### src/rtl/cpu_ctrl_pkg.sv
// Shared run-controller definitions: state encodings and the rules that decide
// when the core is held in reset and when its state elements are enabled.
package cpu_ctrl_pkg;

    typedef enum logic [2:0] {
        ST_LOAD  = 3'd0,
        ST_IDLE  = 3'd1,
        ST_RUN   = 3'd2,
        ST_PAUSE = 3'd3,
        ST_STEP  = 3'd4
    } run_state_e;

    localparam logic [31:0] CYCLE_MAX = 32'hFFFF_FFFF;

    // The core sits in reset until it is first released into RUN or STEP.
    function automatic logic cpu_reset_rule(input run_state_e st);
        cpu_reset_rule = (st == ST_LOAD) || (st == ST_IDLE);
    endfunction

    // A halt or an unskipped breakpoint gates the enable in the very cycle it
    // appears, so the instruction at the breakpoint never executes.
    function automatic logic cpu_en_rule(
        input run_state_e st,
        input logic       halt,
        input logic       bp_hit,
        input logic       bp_skip
    );
        case (st)
            ST_RUN:  cpu_en_rule = !(halt || (bp_hit && !bp_skip));
            ST_STEP: cpu_en_rule = 1'b1;
            default: cpu_en_rule = 1'b0;
        endcase
    endfunction

endpackage

### src/rtl/cpu_run_ctrl_imem_loader.sv
// Program loader: valid/ready write port into instruction memory with a word
// counter that doubles as the write address and the loaded program length.
module imem_loader
    import cpu_ctrl_pkg::*;
#(
    parameter int IMEM_AW = 6
) (
    input  logic               clk,
    input  logic               reset,
    input  logic               active,
    input  logic               clear,
    input  logic               load_valid,
    input  logic [31:0]        load_data,
    input  logic               load_last,
    output logic               load_ready,
    output logic               imem_we,
    output logic [IMEM_AW-1:0] imem_waddr,
    output logic [31:0]        imem_wdata,
    output logic [IMEM_AW:0]   prog_len,
    output logic               done
);

    localparam logic [IMEM_AW-1:0] LAST_ADDR = '1;
    localparam logic [IMEM_AW:0]   ONE       = 1;

    logic             armed;
    logic [IMEM_AW:0] count;

    // armed holds load_ready low for the first cycle after reset is released.
    always_ff @(posedge clk) begin
        if (!reset) begin
            armed <= 1'b0;
            count <= '0;
        end else begin
            armed <= 1'b1;
            if (clear) begin
                count <= '0;
            end else if (imem_we) begin
                count <= count + ONE;
            end
        end
    end

    assign load_ready = active && armed;
    assign imem_we    = load_valid && load_ready;
    assign imem_waddr = count[IMEM_AW-1:0];
    assign imem_wdata = load_data;
    assign prog_len   = count;
    // The last memory word ends the load even without load_last; no wrap.
    assign done       = imem_we && (load_last || (imem_waddr == LAST_ADDR));

endmodule

### src/rtl/cpu_run_ctrl.sv
// Run controller for the single-cycle core: loads a program while the core is
// held in reset, then runs, halts, single-steps and breakpoints it via cpu_en.
module cpu_run_ctrl
    import cpu_ctrl_pkg::*;
#(
    parameter int IMEM_AW = 6
) (
    input  logic               clk,
    input  logic               reset,
    input  logic               load_valid,
    input  logic [31:0]        load_data,
    input  logic               load_last,
    output logic               load_ready,
    output logic               imem_we,
    output logic [IMEM_AW-1:0] imem_waddr,
    output logic [31:0]        imem_wdata,
    input  logic               cmd_run,
    input  logic               cmd_step,
    input  logic               cmd_halt,
    input  logic               cmd_reload,
    input  logic               bp_en,
    input  logic [31:0]        bp_addr,
    input  logic [31:0]        pc_in,
    output logic               cpu_reset,
    output logic               cpu_en,
    output logic [2:0]         state_out,
    output logic [IMEM_AW:0]   prog_len,
    output logic [31:0]        cycle_count
);

    run_state_e state;
    logic       bp_skip;
    logic       bp_hit;
    logic       load_done;
    logic       reload_ok;

    assign bp_hit    = bp_en && (pc_in == bp_addr);
    assign cpu_reset = cpu_reset_rule(state);
    assign cpu_en    = cpu_en_rule(state, cmd_halt, bp_hit, bp_skip);
    assign state_out = state;
    assign reload_ok = cmd_reload && ((state == ST_IDLE) || (state == ST_PAUSE));

    imem_loader #(
        .IMEM_AW(IMEM_AW)
    ) u_loader (
        .clk       (clk),
        .reset     (reset),
        .active    (state == ST_LOAD),
        .clear     (reload_ok),
        .load_valid(load_valid),
        .load_data (load_data),
        .load_last (load_last),
        .load_ready(load_ready),
        .imem_we   (imem_we),
        .imem_waddr(imem_waddr),
        .imem_wdata(imem_wdata),
        .prog_len  (prog_len),
        .done      (load_done)
    );

    always_ff @(posedge clk) begin
        if (!reset) begin
            state       <= ST_LOAD;
            bp_skip     <= 1'b0;
            cycle_count <= '0;
        end else begin
            bp_skip <= 1'b0;
            if (cpu_en && !cpu_reset && (cycle_count != CYCLE_MAX)) begin
                cycle_count <= cycle_count + 32'd1;
            end
            case (state)
                ST_LOAD: begin
                    if (load_done) state <= ST_IDLE;
                end
                ST_IDLE, ST_PAUSE: begin
                    if (cmd_reload) begin
                        state       <= ST_LOAD;
                        cycle_count <= '0;
                    end else if (cmd_step) begin
                        state <= ST_STEP;
                    end else if (cmd_run) begin
                        state <= ST_RUN;
                        // Resuming from a pause must execute the instruction at bp_addr.
                        bp_skip <= (state == ST_PAUSE);
                    end
                end
                ST_RUN: begin
                    if (!cpu_en) state <= ST_PAUSE;
                end
                ST_STEP: state <= ST_PAUSE;
                default: state <= ST_LOAD;
            endcase
        end
    end

endmodule

### config.mk
export PLATFORM = sky130hd
export DESIGN_NAME = cpu_run_ctrl
export DESIGN_NICKNAME = d
export VERILOG_FILES = /design/src/rtl/cpu_ctrl_pkg.sv /design/src/rtl/cpu_run_ctrl_imem_loader.sv /design/src/rtl/cpu_run_ctrl.sv
export SDC_FILE = /design/constraint.sdc
export NUM_CORES = 1
export LEC_CHECK = 0
export BUFFER_PORTS_ARGS = -buffer_cell sky130_fd_sc_hd__buf_2
export CORE_MARGIN = 2
export CORE_UTILIZATION = 40
export CTS_CLUSTER_SIZE = 20
export DETAILED_ROUTE_END_ITERATION = 12
export GPL_TIMING_DRIVEN = 0
export HOLD_SLACK_MARGIN = 0.03
export PLACE_DENSITY = 0.8
export SLEW_MARGIN = 10
export SYNTH_ARGS = -nofsm -noshare
export SYNTH_HDL_FRONTEND = slang
export SYNTH_SLANG_ARGS = --single-unit
### constraint.sdc
create_clock -name clk -period 4.2 [get_ports clk]
set_input_delay 0.21 -clock clk [delete_from_list [all_inputs] [get_ports clk]]
set_output_delay 0.21 -clock clk [all_outputs]
set_load 0.02 [all_outputs]
==> metrics.txt, run 1 <==
setup TNS=0 ns; Detail Placement HPWL=6400 um; first-pass GRT wire length=12700 um; synthesis-to-layout area growth=36.0%; sequential area share after synthesis=31.5%; Switch Pwr=236 uW; Synth Net Count=450; worst-path fanout max=10; Num CTS Buffers=5; worst min-delay path class=input port to flip-flop; fin. max-slew vios=0; Final Critical Period=2.87 ns; worst vdd ir=0.178 mV; outcome=finished, final reports clean; Pre-antenna DRT Iters=5; register area=881 sq um; Leak=1.67 nW; CTS tree=yes; Post-DRT Antenna Nets=0; CTS sink count=44; max-cap violations=0; most common cell after layout, fill and taps aside=buf_2; Iteration-0 DRC Markers=205; critical path class=flip-flop to flip-flop; fin cells=603; Gate power share=18.0%; largest net degree at the start of global routing=14; die width=87.6 um; post-synthesis cell area=2800 sq um; Power Density=241 nW/um^2; WP data required=4.43 ns; Int Pwr=681 uW; commonest non-fill, non-tap cells in the layout=158 x buf_2, 44 x dfxtp_1, 38 x buf_4; Worst-path clk slew=0.09 ns; dpl cells=595; chip height=87.6 um; Worst Max-Slew Pin Slew=0.553 ns; initial cell density of the core=41.2%; number of buffers added on ports=156; vias per cell=5.19; CTS Hold Buffers Added=0; unrepaired setup endpoints after global routing=no; Reg2Reg Setup Slack=1.33 ns; Site Rows=30; Vias=3128; total congestion overflow=0; Core Area=6790 sq um; Clock Latency Late Sink=0.30 ns; vias in the first global route=2746; FMAX=348 MHz; Reg power frac=46.2%; die area=7680 sq um; WL final=8250 um; Antenna diodes=0; synthesized netlist cell count=343; post-cts sizing count=0; endpoint class of the critical path=flip-flop; yosys warns=0; H-tree Lvls=2; Setup Skew=0.0101 ns; multi-input logic area=1560 sq um; Ports=189; crit start category=flip-flop; max_slew headroom=63.1%; placer congestion estimate=0.876; post-CTS setup buffers=0; GRT Total Usage=20.4%; CTS root buf=clkbuf_8; Layout fillers=654; post-detailed-route wirelength per cell=13.7 um; fin nets=613; initial antenna violation count=0; mean area per synthesized cell=8.16 sq um; Final Setup Violations=0; Arr. time, crit path=3.10 ns; Unique masters post-synth=39; switching share of power=25.7%; clock power share=35.8%; share of layout cells above drive strength 1=40.2%; final period utilization=68.4%; number of synthesized register bits=44; clk buf depth=2; Fin. Hold Viols=0; # DRC=0
## critical path: stages, from the launching register on
cell and delay, ns:
dfxtp_1 0.49, nand4_1 0.19, nor3_1 0.24, and4_1 0.27, a41o_1 0.24, nand2b_1 0.17, clkbuf_1 0.42, clkbuf_1 0.49
o21ai_1 0.15, a21oi_1 0.14
## flip-flops by register name, summed over array words and instances, names as in the netlist
signal	cells
cycle_count	32
u_loader.prog_len	7
state_out	3
bp_skip	1
u_loader.armed	1
## cells in the mapped netlist, drive strengths merged
| cell type | n | area (sq um) |
|---|---|---|
| a21oi | 25 | 125 |
| a41o | 1 | 10.0 |
| and2 | 5 | 31.3 |
| and3 | 7 | 48.8 |
| and4 | 5 | 43.8 |
| buf | 40 | 295 |
| clkbuf | 11 | 41.3 |
| dfxtp | 44 | 881 |
| ha | 2 | 25.0 |
| inv | 5 | 18.8 |
| mux2i | 2 | 20.0 |
| nand2 | 27 | 101 |
| nand2b | 1 | 6.26 |
| nand3 | 13 | 65.1 |
| nand3b | 1 | 7.51 |
| nand4 | 16 | 100 |
| nand4b | 1 | 8.76 |
| nor2 | 20 | 75.1 |
| nor2b | 3 | 18.8 |
| nor3 | 4 | 20.0 |
| nor4 | 4 | 25.0 |
| nor4b | 3 | 26.3 |
| o2111ai | 1 | 8.76 |
| o211ai | 4 | 30.0 |
| o21a | 1 | 7.51 |
| o21ai | 7 | 35.0 |
| o21bai | 1 | 7.51 |
| o31a | 1 | 8.76 |
| o31ai | 17 | 128 |
| o32ai | 1 | 8.76 |
| o41ai | 1 | 8.76 |
| or3 | 7 | 43.8 |
| or3b | 1 | 8.76 |
| or4 | 21 | 158 |
| xnor2 | 24 | 210 |
| xor2 | 16 | 140 |
## worst paths after layout
| path | to | depth (start not counted) | startpoint |
|---|---|---|---|
| min reg2reg | cycle_count[29] | 2 | cycle_count[29] |
| max reg2reg | cycle_count[3] | 9 | cycle_count[14] |
| max | cycle_count[3] | 9 | cycle_count[14] |
| min | u_loader.armed | 1 | reset |
## power by group through the flow
stage	Sequential [mW]	Combinational, mW	Clock, mW
2_1_floorplan	0.435	0.0957	0
3_3_place_gp	0.433	0.162	0
3_5_place_dp	0.433	0.165	0
4_1_cts	0.423	0.166	0.329
5_1_grt	0.424	0.179	0.344
6_report	0.423	0.165	0.328
## layout make-up
cell class	count	share of cell area [%]
tap	96	3.16
buffer	51	8.84
inverter	5	0.493
clock inverter	2	0.920
timing repair buffer	156	20.5
multi-input combinational	243	41.0
sequential	44	23.1
clock buffer	6	1.91
## cells by family (layout without fill, tap and decap cells)
family / Yosys count / count (layout) / share of synthesized area (%)
AO/OA/AOI/OAI: 60 / 60 / 13.5
XOR/XNOR: 40 / 40 / 12.5
multiplexers: 2 / 2 / 0.716
buffers and inverters: 56 / 220 / 12.7
AND/OR/NAND/NOR: 139 / 139 / 28.2
adder cells (fa/ha/maj): 2 / 2 / 0.894
flip-flops: 44 / 44 / 31.5
## through the flow
| stage | util, % | cell area, sq um | power [mW] | setup WS [ns] | hold WS [ns] |
|---|---|---|---|---|---|
| detailed placement | 54.4 | 3700 | 0.598 | 1.42 | 0.380 |
| CTS | 56.0 | 3810 | 0.918 | 1.38 | 0.0651 |
| floorplan | - | 2800 | 0.531 | 1.79 | 0.238 |
| global route | 56.0 | 3810 | 0.947 | 1.05 | 0.0721 |
| finish | 56.0 | 3810 | 0.917 | 1.33 | 0.0784 |
| global placement | 54.4 | 3700 | 0.595 | 1.48 | 0.376 |
## metal layers
metal | wire [um] | share of wire [%] | track usage (%)
met3 | 585 | 7.1 | 3.58
met4 | 66 | 0.80 | 5.45
met1 | 3520 | 43 | 26.3
met5 | 0 | 0 | 0
met2 | 4080 | 49 | 35.1
Power figures use the tool's default switching activity.
==> run 2: changes to the inputs <==
--- a/config.mk
+++ b/config.mk
@@ -5,6 +5,7 @@
 export SDC_FILE = /design/constraint.sdc
 export NUM_CORES = 1
 export LEC_CHECK = 0
+export ABC_AREA = 1
 export BUFFER_PORTS_ARGS = -buffer_cell sky130_fd_sc_hd__buf_2
 export CORE_MARGIN = 2
 export CORE_UTILIZATION = 40
@@ -12,7 +13,7 @@
 export DETAILED_ROUTE_END_ITERATION = 12
 export GPL_TIMING_DRIVEN = 0
 export HOLD_SLACK_MARGIN = 0.03
-export PLACE_DENSITY = 0.8
+export PLACE_DENSITY = 0.78
 export SLEW_MARGIN = 10
 export SYNTH_ARGS = -nofsm -noshare
 export SYNTH_HDL_FRONTEND = slang
==> constraint.sdc (replaced) <==
create_clock -name clk -period 2.5 [get_ports clk]
set_input_delay 0.125 -clock clk [delete_from_list [all_inputs] [get_ports clk]]
set_output_delay 0.125 -clock clk [all_outputs]
set_load 0.02 [all_outputs]
==> metrics.txt, run 2 <==
Hold Startpoint=cmd_run; die width=99.1 um; Top FF cell, synth=dfxtp_1; number of synthesized flops with an enable pin=0; final instance area=4640 sq um; synthesis-to-layout area growth=28.1%; Pre-antenna DRT Iters=5; fin. max-slew vios=0; Final Critical Period=2.13 ns; critical path class=flip-flop to output pin; DP Area=4540 sq um; Worst Max-Slew Pin Slew=0.684 ns; Vias=4071; Post-synth top cells=135 x nand2_1, 85 x inv_1, 65 x nor2_1; synthesized netlist cell count=571; post-CTS setup buffers=0; slowest stage cell, crit path=dfxtp_1; Iteration-0 DRC Markers=165; Worst-path clk slew=0.08 ns; commonest non-fill, non-tap cells in the layout=160 x buf_2, 135 x nand2_1, 85 x inv_1; leading area contributor after synthesis=dfxtp_1; initial antenna violation count=0; worst-path fanout max=10; unrepaired setup endpoints after global routing=no; worst path bufs/invs=3; share of the synthesized area in the top cell type=24.3%; clk buf depth=2; Adder-Cell Fraction of Synth Area=0.691%; largest family of logic cells by synthesized area=simple AND/OR/NAND/NOR gates; Reg with most FFs=cycle_count; Setup Skew=0.0138 ns; asr flop ratio synth=0%; Simple-Gate Fraction of Synth Area=39.3%; die area=9830 sq um; Clock Latency Late Sink=0.31 ns; most common cell after layout, fill and taps aside=buf_2; FMAX=469 MHz; most frequent cell after synthesis=nand2_1; Top cell by count, worst path=nand2_1; Largest register FFs=32; multiplexer area fraction after synthesis=0%; Arr. time, crit path=2.01 ns; reg2reg path depth=11; Leak=2.37 nW; post-cts sizing count=0; total congestion overflow=0; CP cell instances=a21oi_1, nand2_1, nor2_1, nand2_1, nor2_1, nand3_1, nand2_1, nand2_2, buf_4, buf_2, buf_2; outcome=finished, final reports clean; Ports=189; dpl cells=835; placer congestion estimate=0.924; CTS tree=yes; Num CTS Buffers=5; max-cap violations=0; CTS root buf=clkbuf_8; crit start category=flip-flop; Synth Area in XOR/XNOR=7.50%; fin nets=842; vias per cell=4.82; CTS sink count=44; post-synthesis cell area=3620 sq um; Synth Net Count=678; setup TNS=0 ns; Fin. Hold Viols=0; fin util=52.9%; worst min-delay path class=input port to flip-flop; GRT Total Usage=21.2%; initial cell density of the core=41.3%; worst vdd ir=0.270 mV; CP startpoint=bp_skip; largest net degree at the start of global routing=13; hold slack=0.0867 ns; Final Setup Violations=0; Core Area=8760 sq um; yosys warns=0; chip height=99.1 um; number of synthesized register bits=44; WP data required=2.38 ns; Detail Placement HPWL=8370 um; Worst path max stage delay=0.31 ns; max_slew headroom=54.4%; share of layout cells above drive strength 1=33.6%; hold path depth=3; Site Rows=34; vias in the first global route=3753; reg2reg start=cycle_count[1]; Unique masters post-synth=37; sequential area share after synthesis=24.3%; Antenna diodes=0; Synth area leaders=dfxtp_1 24%, nand2_1 14%, inv_1 8.8%, buf_4 8.1%, nor2_1 6.7%; number of buffers added on ports=156; H-tree Lvls=2; number of cells on the critical path=11; Compound-Gate Fraction of Synth Area=8.68%; cell family with most CP delay=simple AND/OR/NAND/NOR gates; # DRC=0; endpoint class of the critical path=output pin; mean area per synthesized cell=6.34 sq um; Post-DRT Antenna Nets=0; final period utilization=85.3%; post-detailed-route wirelength per cell=12.3 um; first-pass GRT wire length=17300 um; Power Density=432 nW/um^2; WL final=10400 um; fin cells=844
==> run 2: changes by cell type after synthesis, moves of 17 or more <==
| cell | previous run | this run |
|---|---|---|
| nor2_1 | 20 | 65 |
| nand3b_1 | 1 | 18 |
| nand2_1 | 27 | 135 |
| or4_1 | 21 | 0 |
| nand3_1 | 13 | 30 |
| o31ai_1 | 17 | 0 |
| inv_1 | 5 | 85 |
==> run 2: final cells by class <==
type | instances | area, sq um
fillers | 888 | 4130
multi-input cells | 387 | 2030
flip-flops and latches | 44 | 881
repair buffers | 157 | 791
plain buffers | 50 | 365
inverters | 90 | 339
well taps | 108 | 135
clock buffers | 8 | 90.1
==> run 2: kinds of logic (layout without fill, tap and decap cells) <==
logic type               Yosys count  in the layout
buffers and inverters            140            305
adder cells (fa/ha/maj)            2              2
XOR/XNOR                          31             31
flip-flops                        44             44
AND/OR/NAND/NOR                  301            301
AO/OA/AOI/OAI                     53             53
==> run 2: repair_timing <==
action | in CTS | in global routing
hold buffers | 1 | 0
hold endpoints to repair | 1 | 0
endpoints found under the setup margin | 0 | 0
==> run 2: through the flow <==
stage | power, mW | setup slack, ns
detailed placement | 1.54 | 0.406
global placement | 1.51 | 0.484
CTS | 2.01 | 0.352
finish | 2.00 | 0.369
floorplan | 1.29 | 0.568
global route | 2.12 | 0.166
==> run 2: worst paths after layout <==
path / endpoint / slack, ns
min reg2reg: u_loader.prog_len[6] / 0.47
min: bp_skip / 0.09
max: cpu_en / 0.37
max reg2reg: cycle_count[5] / 0.39
==> run 2: worst register-to-register path: stages (launching register included) <==
cell and delay, ns:
dfxtp_1 0.44, ha_1 0.25, nand2_2 0.09, clkinv_2 0.09, nand3_4 0.10, nor2_4 0.15
nand3_4 0.11, nor3_4 0.16, nand2_4 0.16, buf_2 0.24, nand3_1 0.12, a21oi_1 0.07
==> run 2: report_power, final <==
| group | internal, mW | switching, mW |
|---|---|---|
| registers | 0.730 | 0.0379 |
| clock network | 0.226 | 0.252 |
| logic | 0.282 | 0.475 |
==> run 2: metal layers <==
| layer | up-vias | wire, um | global-route usage (%) |
|---|---|---|---|
| li1 | 2077 | - | - |
| met4 | 0 | 124 | 5.37 |
| met1 | 1816 | 4250 | 26.5 |
| met3 | 15 | 876 | 3.37 |
| met2 | 163 | 5130 | 37.9 |
| met5 | - | 0 | 0 |
==> run 3: changes to the inputs <==
--- a/config.mk
+++ b/config.mk
@@ -9,6 +9,7 @@
 export BUFFER_PORTS_ARGS = -buffer_cell sky130_fd_sc_hd__buf_2
 export CORE_MARGIN = 2
 export CORE_UTILIZATION = 40
+export CTS_BUF_LIST = sky130_fd_sc_hd__clkbuf_8
 export CTS_CLUSTER_SIZE = 20
 export DETAILED_ROUTE_END_ITERATION = 12
 export GPL_TIMING_DRIVEN = 0
==> metrics.txt, run 3 (synthesis results as in run 2) <==
die width=99.1 um; CTS sink count=44; commonest non-fill, non-tap cells in the layout=160 x buf_2, 135 x nand2_1, 87 x inv_1; hold path depth=3; Reg2Reg Setup Slack=0.39 ns; Power Density=430 nW/um^2; first-pass GRT wire length=17300 um; hold slack=0.0894 ns; fin cells=844; Reg with most FFs=cycle_count; GRT Total Usage=21.2%; die area=9830 sq um; Pre-antenna DRT Iters=5; Fin. Hold Viols=0; Post-DRT Antenna Nets=0; share of layout cells above drive strength 1=33.6%; reg2reg start=cycle_count[1]; initial cell density of the core=41.3%; unrepaired setup endpoints after global routing=no; worst min-delay path class=input port to flip-flop; Ports=189; max_slew headroom=54.3%; FMAX=471 MHz; max-cap violations=0; crit start category=flip-flop; Detail Placement HPWL=8370 um; Worst-path clk slew=0.08 ns; outcome=finished, final reports clean; Site Rows=34; initial antenna violation count=0; Pwr Total=1.99 mW; Clock Latency Late Sink=0.31 ns; clk buf depth=2; vias in the first global route=3752; endpoint class of the critical path=output pin; Setup Skew=0.0137 ns; register area=881 sq um; Core Area=8760 sq um; WP data required=2.38 ns; Num CTS Buffers=5; Top cell by count, worst path=nand2_1; CTS tree=yes; Antenna diodes=0; Arr. time, crit path=2.00 ns; Largest register FFs=32; final period utilization=84.9%; total congestion overflow=0; placer congestion estimate=0.924; WL final=10400 um; worst-path fanout max=10; Worst path max stage delay=0.31 ns; Final Critical Period=2.12 ns; CP cell instances=a21oi_1, nand2_1, nor2_1, nand2_1, nor2_1, nand3_1, nand2_1, nand2_2, buf_4, buf_2, buf_2; largest net degree at the start of global routing=13; # DRC=0; fin. max-slew vios=0; critical path class=flip-flop to output pin; Leak=2.38 nW; post-detailed-route wirelength per cell=12.3 um; Iteration-0 DRC Markers=127; Hold EP=bp_skip; chip height=99.1 um; CTS root buf=clkbuf_8; multi-input logic area=2030 sq um; worst vdd ir=0.270 mV; synthesis-to-layout area growth=28.1%; fin nets=842; Worst Max-Slew Pin Slew=0.686 ns; Hold Startpoint=cmd_run; post-cts sizing count=0; slowest stage cell, crit path=dfxtp_1; H-tree Lvls=2; dpl cells=835; Vias=4053; most common cell after layout, fill and taps aside=buf_2; number of buffers added on ports=156; Final Setup Violations=0; vias per cell=4.80; reg2reg path depth=12; Layout fillers=888; r2r endpoint=cycle_count[15]; setup TNS=0 ns
## run 3: cell types whose count changed in the layout (fill, tap and decap cells not counted), sizes merged
cell | previous run | this run
clkbuf | 11 | 9
inv | 89 | 91
## run 3: what timing repair did
| item | CTS | global route |
|---|---|---|
| hold buffers | 1 | 0 |
| hold endpoints to repair | 1 | 0 |
| buffers inserted | 0 | 0 |
## run 3: area by class of cell
cell class                      count  share of cell area, %
Inverter                           90                   7.31
Tap cell                          108                   2.91
Sequential cell                    44                   19.0
Clock inverter                      2                  0.162
Buffer                             50                   7.88
Multi-Input combinational cell    387                   43.9
Clock buffer                        6                   1.78
Timing Repair Buffer              157                   17.1
## run 3: worst max-delay path by stage
| stage | from | slack [ns] | depth (start not counted) | to |
|---|---|---|---|---|
| 4_1_cts | bp_skip | 0.35 | 11 | cpu_en |
| 3_5_place_dp | cycle_count[1] | 0.41 | 12 | cycle_count[15] |
| 3_3_place_gp | cycle_count[1] | 0.48 | 11 | cycle_count[31] |
| 2_1_floorplan | cycle_count[1] | 0.57 | 11 | cycle_count[26] |
| 6_report | bp_skip | 0.38 | 11 | cpu_en |
| 5_1_grt | bp_skip | 0.17 | 11 | cpu_en |
## run 3: routing by layer
| metal | global-route usage [%] | share of wire [%] | up-vias | wire (um) |
|---|---|---|---|---|
| met5 | 0 | 0 | - | 0 |
| met4 | 5.37 | 1.1 | 0 | 110 |
| met3 | 3.37 | 8.3 | 11 | 861 |
| met2 | 37.9 | 50 | 154 | 5140 |
| met1 | 26.5 | 41 | 1813 | 4250 |
| li1 | - | - | 2075 | - |
## run 3: report_power, final
group / total, mW / switching, mW / internal [mW]
combinational: 0.756 / 0.474 / 0.282
sequential: 0.768 / 0.0379 / 0.730
clock: 0.471 / 0.253 / 0.218
## run 3: per-stage QoR
stage	util [%]	setup WS, ns	instance area [sq um]
2_1_floorplan	-	0.568	3620
3_3_place_gp	51.8	0.484	4540
3_5_place_dp	51.8	0.406	4540
4_1_cts	52.9	0.352	4640
5_1_grt	52.9	0.166	4640
6_report	52.9	0.376	4640
## run 3: worst max-delay path: cells and delay by family, from the launching register on
family	cells	cell delay [ns]
and+or+nand+nor	7	0.68
DFF	1	0.31
AOI/OAI and AO/OA	1	0.11
buffers and inverters	3	0.59
